`src/rtl/bp_pkg.sv`:
```
// Shared types for the branch-predictor request sequencer and its in-flight queue.
package bp_pkg;

    localparam int BP_W = 32;

    typedef enum logic [1:0] {
        BP_IDLE      = 2'd0,
        BP_PRED_WAIT = 2'd1,
        BP_RES_WAIT  = 2'd2
    } bp_state_e;

    // Entry fields are sized by BP_W, so the sequencer's W must equal BP_W.
    typedef struct packed {
        logic [BP_W-1:0] pc;
        logic            taken;
        logic [BP_W-1:0] target;
    } bp_entry_t;

endpackage

```
`src/rtl/bp_inflight_fifo.sv`:
```
// In-order queue of outstanding predictions. Flush empties the queue and wins over push.
module bp_inflight_fifo
    import bp_pkg::*;
#(
    parameter int DEPTH = 4
) (
    input  logic                   clk,
    input  logic                   rst,
    input  logic                   i_push,
    input  logic                   i_pop,
    input  logic                   i_flush,
    input  bp_entry_t              i_entry,
    output bp_entry_t              o_head,
    output logic                   o_full,
    output logic                   o_empty,
    output logic [$clog2(DEPTH):0] o_count
);

    localparam int AW = $clog2(DEPTH);

    bp_entry_t     r_mem [DEPTH];
    logic [AW-1:0] r_wr_ptr;
    logic [AW-1:0] r_rd_ptr;
    logic [AW:0]   r_count;
    logic          w_do_push;
    logic          w_do_pop;

    assign w_do_push = i_push && !o_full && !i_flush;
    assign w_do_pop  = i_pop && !o_empty && !i_flush;

    // NOTE: storage is not reset; pointers and occupancy alone decide which entries are live.
    always_ff @(posedge clk) begin
        if (w_do_push) begin
            r_mem[r_wr_ptr] <= i_entry;
        end
    end

    // NOTE: sequential state uses non-blocking assignments so every register samples pre-edge values.
    always_ff @(posedge clk) begin
        if (!rst) begin
            r_wr_ptr <= '0;
            r_rd_ptr <= '0;
            r_count  <= '0;
        end else if (i_flush) begin
            r_wr_ptr <= '0;
            r_rd_ptr <= '0;
            r_count  <= '0;
        end else begin
            if (w_do_push) begin
                r_wr_ptr <= r_wr_ptr + 1'b1;
            end
            if (w_do_pop) begin
                r_rd_ptr <= r_rd_ptr + 1'b1;
            end
            case ({w_do_push, w_do_pop})
                2'b10:   r_count <= r_count + 1'b1;
                2'b01:   r_count <= r_count - 1'b1;
                default: r_count <= r_count;
            endcase
        end
    end

    assign o_head  = r_mem[r_rd_ptr];
    assign o_full  = (r_count == (AW+1)'(DEPTH));
    assign o_empty = (r_count == '0);
    assign o_count = r_count;

endmodule

```
`src/rtl/bp_request_sequencer.sv`:
```
// Issues predict/resolve requests to the Gshare predictor and tracks in-flight predictions
// so a wrong one produces a redirect and flushes the younger wrong-path entries.
module bp_request_sequencer
    import bp_pkg::*;
#(
    parameter int W       = BP_W,
    parameter int DEPTH   = 4,
    parameter int TIMEOUT = 64
) (
    input  logic                   clk,
    input  logic                   rst,
    input  logic                   fe_valid,
    output logic                   fe_ready,
    input  logic [W-1:0]           fe_pc,
    output logic                   fe_pred_valid,
    output logic                   fe_pred_taken,
    output logic [W-1:0]           fe_pred_target,
    input  logic                   ex_valid,
    output logic                   ex_ready,
    input  logic                   ex_taken,
    input  logic [W-1:0]           ex_target,
    output logic                   mispredict,
    output logic [W-1:0]           redirect_pc,
    output logic                   start_pred,
    output logic                   start_resolve,
    output logic [W-1:0]           PC,
    output logic [W-1:0]           actual_target,
    output logic                   pr_hit,
    input  logic                   BR_PRED,
    input  logic [W-1:0]           TARGET,
    input  logic                   DONE,
    output logic [$clog2(DEPTH):0] inflight,
    output logic                   err_timeout
);

    localparam logic [1:0] S_IDLE      = BP_IDLE;
    localparam logic [1:0] S_PRED_WAIT = BP_PRED_WAIT;
    localparam logic [1:0] S_RES_WAIT  = BP_RES_WAIT;
    localparam int         CW          = $clog2(TIMEOUT + 1);
    localparam logic [CW-1:0] TO_LAST  = CW'(TIMEOUT - 1);

    logic [1:0]    r_state;
    logic [CW-1:0] r_wait_cnt;
    logic          r_start_pred;
    logic          r_start_resolve;
    logic [W-1:0]  r_pc;
    logic [W-1:0]  r_actual_target;
    logic          r_pr_hit;
    logic          r_ex_taken;
    logic          r_fe_pred_valid;
    logic          r_fe_pred_taken;
    logic [W-1:0]  r_fe_pred_target;
    logic          r_mispredict;
    logic [W-1:0]  r_redirect_pc;
    logic          r_err_timeout;

    logic          w_idle;
    logic          w_wait;
    logic          w_expired;
    logic          w_finish;
    logic          w_pred_accept;
    logic          w_res_accept;
    logic          w_hit;
    logic          w_full;
    logic          w_empty;
    logic          w_push;
    logic          w_pop;
    logic          w_flush;
    bp_entry_t     w_head;
    bp_entry_t     w_push_entry;

    assign w_idle    = (r_state == S_IDLE);
    assign w_wait    = !w_idle;
    assign w_expired = w_wait && (r_wait_cnt == TO_LAST);
    assign w_finish  = w_wait && (DONE || w_expired);

    // Readies are gated by reset so every output reads 0 while reset is held.
    assign ex_ready      = rst && w_idle && !w_empty;
    assign fe_ready      = rst && w_idle && !w_full && !ex_valid;
    assign w_res_accept  = ex_valid && ex_ready;
    assign w_pred_accept = fe_valid && fe_ready;

    assign w_hit = (w_head.taken == ex_taken) && (!ex_taken || (w_head.target == ex_target));

    assign w_push       = (r_state == S_PRED_WAIT) && DONE;
    assign w_pop        = (r_state == S_RES_WAIT) && w_finish && r_pr_hit;
    assign w_flush      = (r_state == S_RES_WAIT) && w_finish && !r_pr_hit;
    assign w_push_entry = '{pc: r_pc, taken: BR_PRED, target: TARGET};

    bp_inflight_fifo #(
        .DEPTH (DEPTH)
    ) u_fifo (
        .clk     (clk),
        .rst     (rst),
        .i_push  (w_push),
        .i_pop   (w_pop),
        .i_flush (w_flush),
        .i_entry (w_push_entry),
        .o_head  (w_head),
        .o_full  (w_full),
        .o_empty (w_empty),
        .o_count (inflight)
    );

    always_ff @(posedge clk) begin
        if (!rst) begin
            r_state          <= S_IDLE;
            r_wait_cnt       <= '0;
            r_start_pred     <= 1'b0;
            r_start_resolve  <= 1'b0;
            r_pc             <= '0;
            r_actual_target  <= '0;
            r_pr_hit         <= 1'b0;
            r_ex_taken       <= 1'b0;
            r_fe_pred_valid  <= 1'b0;
            r_fe_pred_taken  <= 1'b0;
            r_fe_pred_target <= '0;
            r_mispredict     <= 1'b0;
            r_redirect_pc    <= '0;
            r_err_timeout    <= 1'b0;
        end else begin
            r_fe_pred_valid <= 1'b0;
            r_mispredict    <= 1'b0;
            if (w_wait && !DONE && w_expired) begin
                r_err_timeout <= 1'b1;
            end
            case (r_state)
                S_IDLE: begin
                    if (w_res_accept) begin
                        r_pc            <= w_head.pc;
                        r_actual_target <= ex_target;
                        r_pr_hit        <= w_hit;
                        r_ex_taken      <= ex_taken;
                        r_start_resolve <= 1'b1;
                        r_wait_cnt      <= '0;
                        r_state         <= S_RES_WAIT;
                    end else if (w_pred_accept) begin
                        r_pc         <= fe_pc;
                        r_start_pred <= 1'b1;
                        r_wait_cnt   <= '0;
                        r_state      <= S_PRED_WAIT;
                    end
                end
                S_PRED_WAIT: begin
                    if (DONE) begin
                        r_fe_pred_valid  <= 1'b1;
                        r_fe_pred_taken  <= BR_PRED;
                        r_fe_pred_target <= TARGET;
                    end
                    if (w_finish) begin
                        r_start_pred <= 1'b0;
                        r_wait_cnt   <= '0;
                        r_state      <= S_IDLE;
                    end else begin
                        r_wait_cnt <= r_wait_cnt + 1'b1;
                    end
                end
                S_RES_WAIT: begin
                    // A timed-out resolve still retires the head and may redirect.
                    if (w_finish) begin
                        r_start_resolve <= 1'b0;
                        r_wait_cnt      <= '0;
                        r_state         <= S_IDLE;
                        if (!r_pr_hit) begin
                            r_mispredict  <= 1'b1;
                            r_redirect_pc <= r_ex_taken ? r_actual_target : r_pc + W'(4);
                        end
                    end else begin
                        r_wait_cnt <= r_wait_cnt + 1'b1;
                    end
                end
                default: begin
                    r_state <= S_IDLE;
                end
            endcase
        end
    end

    assign start_pred     = r_start_pred;
    assign start_resolve  = r_start_resolve;
    assign PC             = r_pc;
    assign actual_target  = r_actual_target;
    assign pr_hit         = r_pr_hit;
    assign fe_pred_valid  = r_fe_pred_valid;
    assign fe_pred_taken  = r_fe_pred_taken;
    assign fe_pred_target = r_fe_pred_target;
    assign mispredict     = r_mispredict;
    assign redirect_pc    = r_redirect_pc;
    assign err_timeout    = r_err_timeout;

endmodule

```
`config.mk`:
```
export PLATFORM = sky130hd
export DESIGN_NAME = bp_request_sequencer
export DESIGN_NICKNAME = d
export VERILOG_FILES = /design/src/rtl/bp_pkg.sv /design/src/rtl/bp_inflight_fifo.sv /design/src/rtl/bp_request_sequencer.sv
export SDC_FILE = /design/constraint.sdc
export NUM_CORES = 1
export LEC_CHECK = 0
export CORE_MARGIN = 4
export CORE_UTILIZATION = 30
export DETAILED_ROUTE_END_ITERATION = 7
export PLACE_DENSITY = 0.58
export SLEW_MARGIN = 10
export SYNTH_ARGS = -nofsm -noshare
export SYNTH_HDL_FRONTEND = slang
export SYNTH_HIERARCHICAL = 1
export SYNTH_SLANG_ARGS = --single-unit
```
`constraint.sdc`:
```
create_clock -name clk -period 3.5 [get_ports clk]
set_input_delay 0.7 -clock clk [delete_from_list [all_inputs] [get_ports clk]]
set_output_delay 0.7 -clock clk [all_outputs]
set_load 0.1 [all_outputs]
```
==> results.py, run 1 <==
metrics = {
    "die": {
        "die_y_um": 244.4,
        "rows": 86,
        "fp.coreArea_mm2": 0.05520,
        "ios": 243,
        "floorplan.die.width_um": 244.4,
        "initial_core_util": 0.3038,
        "die-area_mm2": 0.05974,
    },
    "setup_path": {
        "cp-start-kind": "flop",
        "worstSetupPathType": "reg -> reg",
        "critPathArrivalTime_ns": 3.80,
        "path_max_fanout": 5,
        "worstSetupEndpointType": "flop",
        "cp.required_ns": 3.99,
    },
    "global_route": {
        "grt_use_met2": 0.2569,
        "grt_pass1_vias": 11214,
        "grt_start_max_net_pins": 66,
        "grt_remaining_overflow": 0,
        "grt_pass1_wl_um": 73000,
        "busiest_layer": "met2",
        "grt_use_met3": 0.03640,
        "antenna_found_initial": 0,
        "met1_usage": 0.2206,
        "grtUsageTotal": 0.1611,
    },
    "timing": {
        "relSlewSlack": 0.2455,
        "rsz0062_at_grt": "no",
        "drv_slew": 0,
        "tns_ns": 0,
        "max_freq_ghz": 0.3021,
        "period_share": 0.9457,
        "min_period_ns": 3.310,
        "worst_pin_slew_ns": 1.132,
        "finalHoldViolations": 0,
        "finalSetupViolCount": 0,
        "fin_skew_ns": 0.01728,
        "worst_slack_ns": 0.1899,
    },
    "synthesis": {
        "ys_ff_latch": 414,
        "ys_seq_area_frac": 0.6495,
        "netlist_instances": 1226,
        "yosys_most_used_dff": "edfxtp_1",
        "synth.avg_cell_area_um2": 13.68,
        "syn-cell-area_mm2": 0.01677,
        "synth_fp_nets": 1341,
        "yosysUniqueCellTypes": 69,
        "synthArstFlopShare": 0,
        "synth-warning-count": 6,
        "synth_enable_flop_cells": 260,
    },
    "clock_tree": {
        "h-tree-depth": 2,
        "cts_made_buffers": 47,
        "clkTransAtPathRegs_ns": 0.06,
        "clock_latency_ns": 0.56,
        "cts_resized": 0,
        "cts_setup_buffers": 0,
        "clock-sinks": 414,
        "holdBufCountCts": 0,
        "cts-root-buf": "clkbuf_16",
        "cts_buffer_depth": 3,
        "cts_tree": "yes",
    },
    "drt": {
        "viasPerCell": 4.890,
        "wire_per_inst_um": 21.63,
        "ant_nets": 0,
        "dr.pass1.iters": 7,
        "wl_um": 49140,
        "via_count": 11109,
        "dr.first_iter.drc_count": 747,
        "drc": 0,
    },
    "layout": {
        "diodes": 0,
        "area_growth_pct": 28.13,
        "postLayoutCoreUtil": 0.3892,
        "fin_nets": 1601,
        "fin_area_mm2": 0.02149,
        "drive_gt1_frac": 0.2119,
    },
    "placed_design": {
        "io_buffer_count": 242,
        "dp_hpwl_um": 33800,
        "place_congestion": 0.8117,
        "pre_cts_slack_ns": -0.2160,
        "place_area_mm2": 0.01989,
    },
    "pwr": {
        "powerDensity_mw_per_mm2": 512.9,
        "p_leak_nw": 7.263,
        "vdd_ir_drop_max_uv": 370.1,
    },
    "status": {
        "outcome": "complete, no violations",
    },
    "run": {
        "cap_violations": 0,
    },
    "min_path": {
        "hold_class": "reg -> reg",
    },
}
[cells by family (layout without fill, tap and decap cells)]
logic type / Yosys count / count (layout) / synth area share
DFF: 414 / 414 / 0.6495
and+or+nand+nor: 361 / 361 / 0.1027
AOI/OAI and AO/OA: 183 / 183 / 0.07074
muxes: 110 / 110 / 0.1142
buffers and inverters: 92 / 390 / 0.02529
xor gates and xnor gates: 54 / 54 / 0.02820
adders and majority gates: 12 / 12 / 0.009402
[cells in the mapped netlist, types with 5 or more instances]
library cell / instances / area, um^2
a211oi_1: 35 / 262.8
a21oi_1: 84 / 420.4
and3_1: 7 / 43.79
buf_1: 11 / 41.29
buf_2: 13 / 65.06
buf_6: 7 / 78.83
clkbuf_1: 37 / 138.9
dfxtp_1: 154 / 3083
edfxtp_1: 260 / 7807
ha_1: 11 / 137.6
inv_1: 19 / 71.32
mux2i_1: 44 / 440.4
mux4_2: 65 / 1464
nand2_1: 173 / 649.4
nand2b_1: 7 / 43.79
nand3_1: 41 / 205.2
nand3b_1: 5 / 37.54
nand4_1: 13 / 81.33
nor2_1: 52 / 195.2
nor3_1: 21 / 105.1
nor3_2: 5 / 50.05
nor4_1: 5 / 31.28
o2111ai_1: 5 / 43.79
o211ai_1: 7 / 52.55
o21a_1: 7 / 52.55
o21ai_0: 14 / 70.07
o21ai_1: 5 / 25.02
o31ai_1: 5 / 37.54
xnor2_1: 30 / 262.8
xor2_1: 24 / 210.2
[worst paths after layout]
check	endpoint	start	slack (ns)	depth (start not counted)
worst min-delay path	fe_pred_target[7]	fe_pred_target[7]	0.45	2
worst max-delay path	u_fifo/o_count[2]	r_wait_cnt[0]	0.19	14
worst max register to register	u_fifo/o_count[2]	r_wait_cnt[0]	0.19	14
worst min register to register	fe_pred_target[7]	fe_pred_target[7]	0.45	2
[critical path: stages (launching register included)]
cell	delay (ns)
dfxtp_1	0.37
ha_1	0.22
nand3_2	0.14
o21ba_2	0.25
or4_1	0.47
inv_4	0.07
and2b_2	0.21
and2_4	0.15
inv_1	0.05
ha_1	0.17
inv_1	0.06
fa_1	0.37
xor2_1	0.15
or3_2	0.41
a21oi_1	0.14
[metrics by stage]
stage	total power, mW	instances	hold slack (ns)
floorplan	5.811	1226	0.4441
global placement	6.140	2185	0.4413
detailed placement	6.147	2185	0.4490
CTS	11.16	2272	0.4534
global route	11.40	2272	0.4761
finish	11.02	2272	0.4540
[cells in the final DEF, fill, tap and decap left out, types with 4 or more instances in the layout]
| cell | Yosys | layout |
|---|---|---|
| o221ai_2 | 4 | 4 |
| clkbuf_8 | 0 | 9 |
| and3_1 | 7 | 7 |
| xor2_1 | 24 | 24 |
| nand2_1 | 173 | 171 |
| nand2b_1 | 7 | 7 |
| o21ai_0 | 14 | 14 |
| nand3b_1 | 5 | 5 |
| clkinv_2 | 0 | 6 |
| nor4_1 | 5 | 5 |
| o211ai_1 | 7 | 7 |
| a211oi_1 | 35 | 35 |
| clkdlybuf4s50_1 | 0 | 132 |
| o31ai_1 | 5 | 5 |
| o21ai_1 | 5 | 5 |
| nor3_2 | 5 | 5 |
| clkinv_1 | 1 | 6 |
| nor2b_1 | 4 | 4 |
| xnor2_1 | 30 | 30 |
| nand4_1 | 13 | 13 |
| o21a_1 | 7 | 7 |
| clkbuf_1 | 37 | 12 |
| nor3_1 | 21 | 20 |
| a21oi_1 | 84 | 84 |
| dfxtp_1 | 154 | 151 |
| edfxtp_1 | 260 | 260 |
| nor2_1 | 52 | 52 |
| mux2i_1 | 44 | 44 |
| buf_12 | 0 | 4 |
| ha_1 | 11 | 11 |
| clkbuf_16 | 0 | 51 |
| inv_1 | 19 | 19 |
| o2111ai_1 | 5 | 5 |
| buf_4 | 2 | 144 |
| nand3_1 | 41 | 41 |
| mux4_2 | 65 | 65 |
[state kept, by name, indices dropped and copies added (netlist names), 2 cells and up, named ones only]
| signal | cells |
|---|---|
| fe_pred_target | 32 |
| u_fifo/r_rd_ptr | 2 |
| r_wait_cnt | 7 |
| PC | 32 |
| r_state | 2 |
| u_fifo/o_count | 3 |
| redirect_pc | 32 |
| u_fifo/r_mem | 260 |
| u_fifo/r_wr_ptr | 2 |
| actual_target | 32 |
[cell type report]
class / instances / area (um^2)
clock buffers: 72 / 1445
clock inverters: 15 / 146.4
fillers: 5238 / 33710
inverters: 22 / 87.58
multi-input cells: 720 / 5487
flip-flops and latches: 414 / 10900
well taps: 748 / 935.9
repair buffers: 281 / 2487
[routing by layer]
| metal | wire length [um] | part of all wire |
|---|---|---|
| met1 | 22040 | 0.45 |
| met2 | 22800 | 0.46 |
| met3 | 3000 | 0.061 |
| met4 | 1294 | 0.026 |
| met5 | 0 | 0 |
[report_power, final]
part / internal [mW] / switching, mW
Clock: 3.06 / 1.93
Sequential: 5.23 / 0.0555
Combinational: 0.253 / 0.496
Total: 8.54 / 2.48
Power figures use the tool's default switching activity.
==> inputs of run 2 (changes only) <==
--- a/config.mk
+++ b/config.mk
@@ -6,9 +6,9 @@
 export NUM_CORES = 1
 export LEC_CHECK = 0
 export CORE_MARGIN = 4
-export CORE_UTILIZATION = 30
+export CORE_UTILIZATION = 49
 export DETAILED_ROUTE_END_ITERATION = 7
-export PLACE_DENSITY = 0.58
+export PLACE_DENSITY = 0.83
 export SLEW_MARGIN = 10
 export SYNTH_ARGS = -nofsm -noshare
 export SYNTH_HDL_FRONTEND = slang
==> results.py, run 2 (synthesis results as in run 1) <==
metrics = {
    "status": {
        "outcome": "complete, no violations",
    },
    "clock_tree": {
        "clock_latency_ns": 0.54,
        "cts_tree": "yes",
        "h-tree-depth": 2,
        "cts_made_buffers": 43,
        "holdBufCountCts": 0,
        "clkTransAtPathRegs_ns": 0.06,
        "cts_setup_buffers": 0,
        "cts_buffer_depth": 3,
        "clock-sinks": 414,
        "cts-root-buf": "clkbuf_16",
        "cts_resized": 0,
    },
    "drt": {
        "wire_per_inst_um": 22.87,
        "topRoutingLayerUsed": "met5",
        "ant_nets": 0,
        "wl_met3_um": 4218,
        "drc": 0,
        "drt-met1-wl_um": 18210,
        "viasPerCell": 5.805,
        "wl_met2_um": 20940,
        "wl_um": 44910,
        "dr.pass1.iters": 7,
        "dr.first_iter.drc_count": 1045,
        "via_count": 11402,
    },
    "setup_path": {
        "critPathArrivalTime_ns": 3.81,
        "worstSetupPathType": "reg -> reg",
        "path_max_fanout": 5,
        "worstSetupEndpointType": "flop",
        "cp.required_ns": 3.97,
        "cp-start-kind": "flop",
    },
    "global_route": {
        "antenna_found_initial": 2,
        "grt_pass1_vias": 11297,
        "grt_remaining_overflow": 0,
        "grt_start_max_net_pins": 72,
        "grtUsageTotal": 0.2376,
        "grt_pass1_wl_um": 67390,
    },
    "timing": {
        "fin_skew_ns": 0.01859,
        "finalSetupViolCount": 0,
        "relSlewSlack": 0.3230,
        "max_freq_ghz": 0.2992,
        "drv_slew": 0,
        "worst_pin_slew_ns": 1.012,
        "tns_ns": 0,
        "period_share": 0.9548,
        "finalHoldViolations": 0,
        "min_period_ns": 3.342,
        "hold_slack_ns": 0.4553,
        "rsz0062_at_grt": "no",
    },
    "placed_design": {
        "place_congestion": 0.8961,
        "dp_hpwl_um": 30340,
        "dpl.cell_count": 1884,
        "io_buffer_count": 242,
    },
    "layout": {
        "final_common_cell": "edfxtp_1",
        "fin_nets": 1596,
        "final_cell_mix": "edfxtp_1 (260), nand2_1 (171), dfxtp_1 (151), clkdlybuf4s50_1 (149), buf_4 (125)",
        "largest_register_ffs": 260,
        "fillers": 2414,
        "largest-register": "u_fifo/r_mem",
        "final_cell_count_no_fill": 1964,
        "area_growth_pct": 25.32,
        "drive_gt1_frac": 0.1993,
    },
    "die": {
        "initial_core_util": 0.4988,
        "rows": 67,
        "die_y_um": 193.0,
        "floorplan.die.width_um": 193.0,
        "fp.coreArea_mm2": 0.03362,
        "ios": 243,
        "die-area_mm2": 0.03725,
    },
    "pwr": {
        "p_leak_nw": 7.158,
        "powerDensity_mw_per_mm2": 507.4,
        "vdd_ir_drop_max_uv": 376.8,
    },
    "run": {
        "cap_violations": 0,
    },
    "min_path": {
        "hold_class": "reg -> reg",
    },
}
run 2: cell count changes in the layout (fill, tap and decap cells not counted), sizes merged, moves of 2 or more:
| cell | change |
|---|---|
| clkdlybuf4s50 | +17 |
| clkbuf | -13 |
| clkinvlp | +2 |
| buf | -18 |
run 2: worst paths after layout:
kind | start | end | slack (ns) | cells past startpoint
hold reg to reg | fe_pred_target[23] | fe_pred_target[23] | 0.46 | 2
hold / removal | fe_pred_target[23] | fe_pred_target[23] | 0.46 | 2
setup reg to reg | r_wait_cnt[0] | u_fifo/o_count[2] | 0.16 | 14
setup / recovery | r_wait_cnt[0] | u_fifo/o_count[2] | 0.16 | 14
run 2: cell type report:
type	count	area (um^2)	share of cell area
diodes	1	2.502	0.0001191
well taps	448	560.5	0.02667
repair buffers	280	2535	0.1206
flip-flops and latches	414	10900	0.5185
inverters	22	87.58	0.004168
multi-input cells	720	5475	0.2605
clock inverters	20	217.7	0.01036
clock buffers	59	1240	0.05900
run 2: per-stage QoR:
stage	power (mW)	instance area, um^2	util	worst slack, ns
floorplan	5.811	16780	-	0.002099
global placement	6.110	19560	0.5817	-0.1668
detailed placement	6.122	19560	0.5817	-0.2347
CTS	10.74	21010	0.6251	0.1720
global route	11.00	21020	0.6252	0.0008584
finish	10.66	21020	0.6252	0.1582
run 2: layer usage:
layer / GRT usage / vias up
li1: - / 5110
met1: 0.3266 / 5621
met2: 0.3785 / 581
met3: 0.05402 / 88
met4: 0.08061 / 2
met5: 0 / -
run 2: critical path, stage by stage (launching register included):
cell	delay, ns
dfxtp_1	0.36
ha_1	0.23
nand3_2	0.14
o21ba_2	0.25
or4_1	0.47
inv_4	0.08
and2b_2	0.21
and2_4	0.15
inv_1	0.05
ha_1	0.17
inv_1	0.07
fa_1	0.37
xor2_1	0.16
or3_2	0.42
a21oi_1	0.15
run 2: power breakdown:
group / switching (mW) / internal (mW) / leakage (nW) / total, mW
Clock: 1.85 / 2.79 / 0.710 / 4.64
Sequential: 0.0642 / 5.23 / 3.58 / 5.30
Combinational: 0.481 / 0.246 / 2.87 / 0.727
Total: 2.40 / 8.27 / 7.16 / 10.7
==> inputs of run 3 (changes only) <==
--- a/config.mk
+++ b/config.mk
@@ -8,6 +8,7 @@
 export CORE_MARGIN = 4
 export CORE_UTILIZATION = 49
 export DETAILED_ROUTE_END_ITERATION = 7
+export GPL_ROUTABILITY_DRIVEN = 0
 export PLACE_DENSITY = 0.83
 export SLEW_MARGIN = 10
 export SYNTH_ARGS = -nofsm -noshare
==> results of run 3 <==
The final DEF is identical to that of run 2; final timing and power are the same.
